[src/rtl/des_round_sequencer_if.sv]
// Handshake bundle between the DES round sequencer, its block source/sink,
// and the external round function (expansion, S-boxes, P-permutation).
interface des_round_sequencer_if;
    logic        in_valid;
    logic        in_ready;
    logic [63:0] in_data;
    logic        in_decrypt;
    logic        f_req;
    logic [31:0] f_r;
    logic [3:0]  f_key_idx;
    logic        f_ack;
    logic [31:0] f_result;
    logic        out_valid;
    logic        out_ready;
    logic [63:0] out_data;
    logic [3:0]  round;
    logic        busy;

    // Environment side: block source, round function and result sink.
    modport master (
        output in_valid, in_data, in_decrypt, f_ack, f_result, out_ready,
        input  in_ready, f_req, f_r, f_key_idx, out_valid, out_data, round, busy
    );

    // Sequencer side.
    modport slave (
        input  in_valid, in_data, in_decrypt, f_ack, f_result, out_ready,
        output in_ready, f_req, f_r, f_key_idx, out_valid, out_data, round, busy
    );
endinterface

[src/rtl/des_round_sequencer.sv]
// Sixteen-round DES Feistel sequencer: holds L/R, requests one round-function
// evaluation per round, and presents the pre-final-permutation block {R16,L16}.
module des_round_sequencer (
    input  logic                  clk,
    input  logic                  rst,
    des_round_sequencer_if.slave  bus
);
    typedef enum logic [1:0] {
        IDLE  = 2'd0,
        ROUND = 2'd1,
        DONE  = 2'd2
    } state_t;

    state_t      state;
    logic [31:0] l_half;
    logic [31:0] r_half;
    logic        mode;
    logic [3:0]  round_q;
    logic [3:0]  key_idx_q;
    logic        in_ready_q;
    logic        f_req_q;
    logic        out_valid_q;
    logic        busy_q;

    // NOTE: every state and output register uses <= so all of them see the
    // pre-edge values of l_half/r_half; the Feistel swap relies on this.
    always_ff @(posedge clk) begin
        if (rst) begin
            state       <= IDLE;
            l_half      <= '0;
            r_half      <= '0;
            mode        <= 1'b0;
            round_q     <= 4'd0;
            key_idx_q   <= 4'd0;
            in_ready_q  <= 1'b1;
            f_req_q     <= 1'b0;
            out_valid_q <= 1'b0;
            busy_q      <= 1'b0;
        end else begin
            case (state)
                IDLE: begin
                    if (bus.in_valid) begin
                        l_half      <= bus.in_data[63:32];
                        r_half      <= bus.in_data[31:0];
                        mode        <= bus.in_decrypt;
                        round_q     <= 4'd0;
                        key_idx_q   <= bus.in_decrypt ? 4'd15 : 4'd0;
                        state       <= ROUND;
                        in_ready_q  <= 1'b0;
                        f_req_q     <= 1'b1;
                        busy_q      <= 1'b1;
                    end
                end
                ROUND: begin
                    if (bus.f_ack) begin
                        l_half <= r_half;
                        r_half <= l_half ^ bus.f_result;
                        if (round_q == 4'd15) begin
                            state       <= DONE;
                            f_req_q     <= 1'b0;
                            out_valid_q <= 1'b1;
                        end else begin
                            round_q   <= round_q + 4'd1;
                            // Decryption walks the key schedule backwards.
                            key_idx_q <= mode ? key_idx_q - 4'd1 : key_idx_q + 4'd1;
                        end
                    end
                end
                DONE: begin
                    // in_ready rises only after this edge, so a block offered
                    // during the output handshake waits one more cycle.
                    if (bus.out_ready) begin
                        state       <= IDLE;
                        out_valid_q <= 1'b0;
                        in_ready_q  <= 1'b1;
                        busy_q      <= 1'b0;
                    end
                end
                default: begin
                    state       <= IDLE;
                    in_ready_q  <= 1'b1;
                    f_req_q     <= 1'b0;
                    out_valid_q <= 1'b0;
                    busy_q      <= 1'b0;
                end
            endcase
        end
    end

    assign bus.in_ready  = in_ready_q;
    assign bus.f_req     = f_req_q;
    assign bus.f_r       = r_half;
    assign bus.f_key_idx = key_idx_q;
    assign bus.out_valid = out_valid_q;
    assign bus.out_data  = {r_half, l_half};
    assign bus.round     = round_q;
    assign bus.busy      = busy_q;
endmodule

[src/flat_wrapper.sv]
// flat-port wrapper written by rule: the top's interface ports become plain ports
module des_round_sequencer_flat 
  (clk, rst, bus_in_valid, bus_in_data, bus_in_decrypt, bus_f_ack, bus_f_result, bus_out_ready, bus_in_ready, bus_f_req, bus_f_r, bus_f_key_idx, bus_out_valid, bus_out_data, bus_round, bus_busy);
  des_round_sequencer_if bus_i ();
  input  logic clk;
  input  logic rst;
  input wire logic [$bits(bus_i.in_valid)-1:0] bus_in_valid;
  input wire logic [$bits(bus_i.in_data)-1:0] bus_in_data;
  input wire logic [$bits(bus_i.in_decrypt)-1:0] bus_in_decrypt;
  input wire logic [$bits(bus_i.f_ack)-1:0] bus_f_ack;
  input wire logic [$bits(bus_i.f_result)-1:0] bus_f_result;
  input wire logic [$bits(bus_i.out_ready)-1:0] bus_out_ready;
  output wire logic [$bits(bus_i.in_ready)-1:0] bus_in_ready;
  output wire logic [$bits(bus_i.f_req)-1:0] bus_f_req;
  output wire logic [$bits(bus_i.f_r)-1:0] bus_f_r;
  output wire logic [$bits(bus_i.f_key_idx)-1:0] bus_f_key_idx;
  output wire logic [$bits(bus_i.out_valid)-1:0] bus_out_valid;
  output wire logic [$bits(bus_i.out_data)-1:0] bus_out_data;
  output wire logic [$bits(bus_i.round)-1:0] bus_round;
  output wire logic [$bits(bus_i.busy)-1:0] bus_busy;
  assign bus_i.in_valid = bus_in_valid;
  assign bus_i.in_data = bus_in_data;
  assign bus_i.in_decrypt = bus_in_decrypt;
  assign bus_i.f_ack = bus_f_ack;
  assign bus_i.f_result = bus_f_result;
  assign bus_i.out_ready = bus_out_ready;
  assign bus_in_ready = bus_i.in_ready;
  assign bus_f_req = bus_i.f_req;
  assign bus_f_r = bus_i.f_r;
  assign bus_f_key_idx = bus_i.f_key_idx;
  assign bus_out_valid = bus_i.out_valid;
  assign bus_out_data = bus_i.out_data;
  assign bus_round = bus_i.round;
  assign bus_busy = bus_i.busy;
  des_round_sequencer u_core (.clk(clk), .rst(rst), .bus(bus_i));
endmodule
[config.mk]
export PLATFORM = sky130hd
export DESIGN_NAME = des_round_sequencer_flat
export DESIGN_NICKNAME = d
export VERILOG_FILES = /design/src/rtl/des_round_sequencer_if.sv /design/src/rtl/des_round_sequencer.sv /design/src/flat_wrapper.sv
export SDC_FILE = /design/constraint.sdc
export NUM_CORES = 1
export LEC_CHECK = 0
export ABC_CLOCK_PERIOD_IN_PS = 2400
export BUFFER_PORTS_ARGS = -buffer_cell sky130_fd_sc_hd__buf_2
export CAP_MARGIN = 10
export CORE_MARGIN = 5
export CORE_UTILIZATION = 50
export CTS_BUF_LIST = sky130_fd_sc_hd__clkbuf_16
export CTS_CLUSTER_SIZE = 10
export DETAILED_ROUTE_END_ITERATION = 16
export PLACE_DENSITY = 0.95
export SETUP_SLACK_MARGIN = 0.1
export SLEW_MARGIN = 20
export SYNTH_ARGS = -nofsm -noshare
export SYNTH_HDL_FRONTEND = slang
export SYNTH_SLANG_ARGS = --single-unit
[constraint.sdc]
create_clock -name clk -period 2.4 [get_ports clk]
set_input_delay 0.36 -clock clk [delete_from_list [all_inputs] [get_ports clk]]
set_output_delay 0.36 -clock clk [all_outputs]
set_load 0.005 [all_outputs]
==> results.tsv <==
metric	value	unit
yosys.area.top_type_share	0.372	
drcViolationCount	0	
drtIter0Drc	160	
utilization	0.655	
syn-cell-area	4250	um^2
cts.repair.resized	0	
fmax	530	MHz
grt.overflow.total	0	
std_cell_rows	33	
cp_slowest_cell	dfxtp_1	
syn_to_final_growth	27.4	%
hold_class	in2reg	
critPathMaxStageDelay	0.49	ns
wl	12500	um
cts-hold-fix-buffers	0	
fin_crit_sh	0.787	
syn_avg_cell_area	8.25	um^2
hold_viol_final	0	
antenna_found_initial	0	
pre_cts_slack	0.544	ns
rsz0062_at_grt	false	
reg2reg_setup_slack	0.51	ns
synth_ff_type	dfxtp_1	
clock-sinks	79	
dieArea	10400	um^2
max-vdd-ir-drop	0.332	mV
drive_gt1_frac	0.391	
viasPerCell	5.44	
coreArea	8260	um^2
critical_path_class	reg2reg	
detail-route-antenna-nets	0	
regArea	1580	um^2
diodes	0	
r2r_end	u_core.l_half[6]	
start_kind	register	
cts_max_level	3	
num_vias	4261	
postCtsSetupRepairBufs	0	
yosys-top-cells-area	dfxtp_1 (37%), nand2_1 (12%), a311oi_2 (11%)	
critical_path_required	2.63	ns
dp_hpwl	9330	um
cts_buffers	9	
multi_input_area	2200	um^2
whs	0.308	ns
synth_cell_type_count	34	
cp.arrival	2.11	ns
dieHeight	102	um
synth_nets	621	
clock-root-buffer	clkbuf_16	
gp_congestion	0.920	
clk_pin_slew	0.06	ns
io_buffer_count	209	
grt_max_degree	79	
slew_violations	0	
async_flop_share	0	
critPathMaxFanout	36	
whs_path_depth	3	
grt_pass1_vias	4146	
ios	210	
setup_ws	0.512	ns
outcome	completed	
cp_cell_sequence	mux2_4 > and2_4 > buf_4 > nor2_1 > a311oi_2	
finalSetupViolCount	0	
synth_edf_count	0	
drv_cap	0	
final.fill_count	688	
grt_usage	0.226	
layout.nets	779	
grt_first_pass_wirelength	19200	um
cts_buffer_depth	2	
tightest_slew	0.513	ns
p_per_area	694	nW/um^2
p_leak	2.45	nW
wl_per_cell	16.0	um
drt_first_pass_iters	4	
ys_ff_latch	79	
synth_top_cell_by_area	dfxtp_1	
tns	0	ns
cts_tree	yes	
yosys_warnings	0	
clkLatencyLatePin	0.32	ns
r2r_start	u_core.state[0]	
critPathCapture	u_core.l_half[6]	
fin_crit	1.89	ns
synth_cells	515	
synth-seq-area-share	0.372	
crit_start	u_core.state[0]	
dieWidth	102	um
slew_headroom	0.657	
reg2reg_depth	5	
end_kind	register	
start_util	0.514	
skew	0.00918	ns
-- stage by stage --
step	power, W	area, um^2	instances
floorplan	0.00208	4250	515
global placement	0.00233	5100	767
detailed placement	0.00237	5100	767
CTS	0.00379	5410	783
global route	0.00393	5410	783
finish	0.00376	5410	783
-- critical path, delay by kind of cell (launching register included) --
kind	cells	cell delay [ns]
AO/OA/AOI/OAI	1	0.25
AND/OR/NAND/NOR	2	0.50
buffers and inverters	1	0.30
flip-flops	1	0.49
multiplexers	1	0.23
-- layout make-up --
| cell class | count | share of cell area |
|---|---|---|
| clock buffer | 9 | 0.0416 |
| clock inverter | 7 | 0.0164 |
| inverter | 8 | 0.00555 |
| multi-input combinational | 358 | 0.406 |
| sequential | 79 | 0.292 |
| tap | 105 | 0.0243 |
| timing repair buffer | 217 | 0.214 |
-- sequential cells by signal, summed over array words and instances, names as in the netlist --
register              cells
u_core.bus.round          4
u_core.bus.f_key_idx      4
u_core.mode               1
u_core.state              2
u_core.bus.out_valid      1
u_core.bus.busy           1
u_core.l_half            32
u_core.bus.f_req          1
u_core.bus.in_ready       1
u_core.bus.f_r           32
-- layer usage --
layer  up-vias  wire length [um]  GRT usage
met4         0               153     0.0807
met3        14               828     0.0328
met1      2018              4710      0.259
met5         -                 0          0
met2       174              6810      0.422
li1       2055                 -          -
-- where the power goes --
part | leakage [nW] | internal [W] | switching, W
combinational | 1.63 | 0.000381 | 0.000413
clock | 0.160 | 0.000905 | 0.000514
sequential | 0.653 | 0.00143 | 0.000118
total | 2.45 | 0.00271 | 0.00104
-- Yosys cell counts (all sizes together), types with 2 or more instances --
| cell | count |
|---|---|
| mux2 | 2 |
| o21ai | 5 |
| or3 | 2 |
| nor2 | 39 |
| inv | 8 |
| mux2i | 2 |
| a311oi | 32 |
| buf | 51 |
| nor3 | 3 |
| ha | 3 |
| o211ai | 32 |
| clkbuf | 19 |
| nor2b | 2 |
| dfxtp | 79 |
| nand2 | 137 |
| nand3 | 4 |
| a211o | 2 |
| xnor2 | 34 |
| nand4 | 4 |
| a21oi | 45 |
-- how the worst min path moves through the flow --
stage,from,end,slack [ns]
after floorplan,u_core.bus.f_req,u_core.bus.f_req,0.46
after global placement,u_core.bus.out_valid,u_core.bus.out_valid,0.46
after detailed placement,u_core.bus.f_r[29],u_core.bus.f_r[29],0.47
after CTS,bus_out_ready,u_core.bus.in_ready,0.30
after global routing,bus_out_ready,u_core.bus.in_ready,0.33
final,bus_out_ready,u_core.bus.in_ready,0.31
-- kinds of logic after synthesis --
| group | share of synthesized area |
|---|---|
| compound gates | 0.237 |
| xor+xnor | 0.0722 |
| fa+ha+maj | 0.0136 |
| buf+inv | 0.112 |
| flops | 0.372 |
| mux | 0.0109 |
| simple gates | 0.181 |
-- placed cells by master (no fill, tap or decap), types with 2 or more instances in the layout --
| master | netlist | final |
|---|---|---|
| buf_2 | 12 | 209 |
| nand2_1 | 137 | 137 |
| dfxtp_1 | 79 | 79 |
| a21oi_1 | 45 | 45 |
| nor2_1 | 39 | 39 |
| xnor2_1 | 34 | 34 |
| o211ai_1 | 32 | 32 |
| a311oi_2 | 30 | 30 |
| inv_1 | 8 | 10 |
| clkbuf_16 | 0 | 9 |
| o21ai_0 | 5 | 5 |
| nand3_1 | 4 | 4 |
| nand4_1 | 4 | 4 |
| buf_4 | 33 | 4 |
| buf_12 | 0 | 4 |
| nor3_1 | 3 | 3 |
| ha_1 | 3 | 3 |
| mux2i_1 | 2 | 2 |
| or3_1 | 2 | 2 |
| a211o_1 | 2 | 2 |
| a311oi_1 | 2 | 2 |
| bufinv_16 | 0 | 2 |
Power figures use the tool's default switching activity.
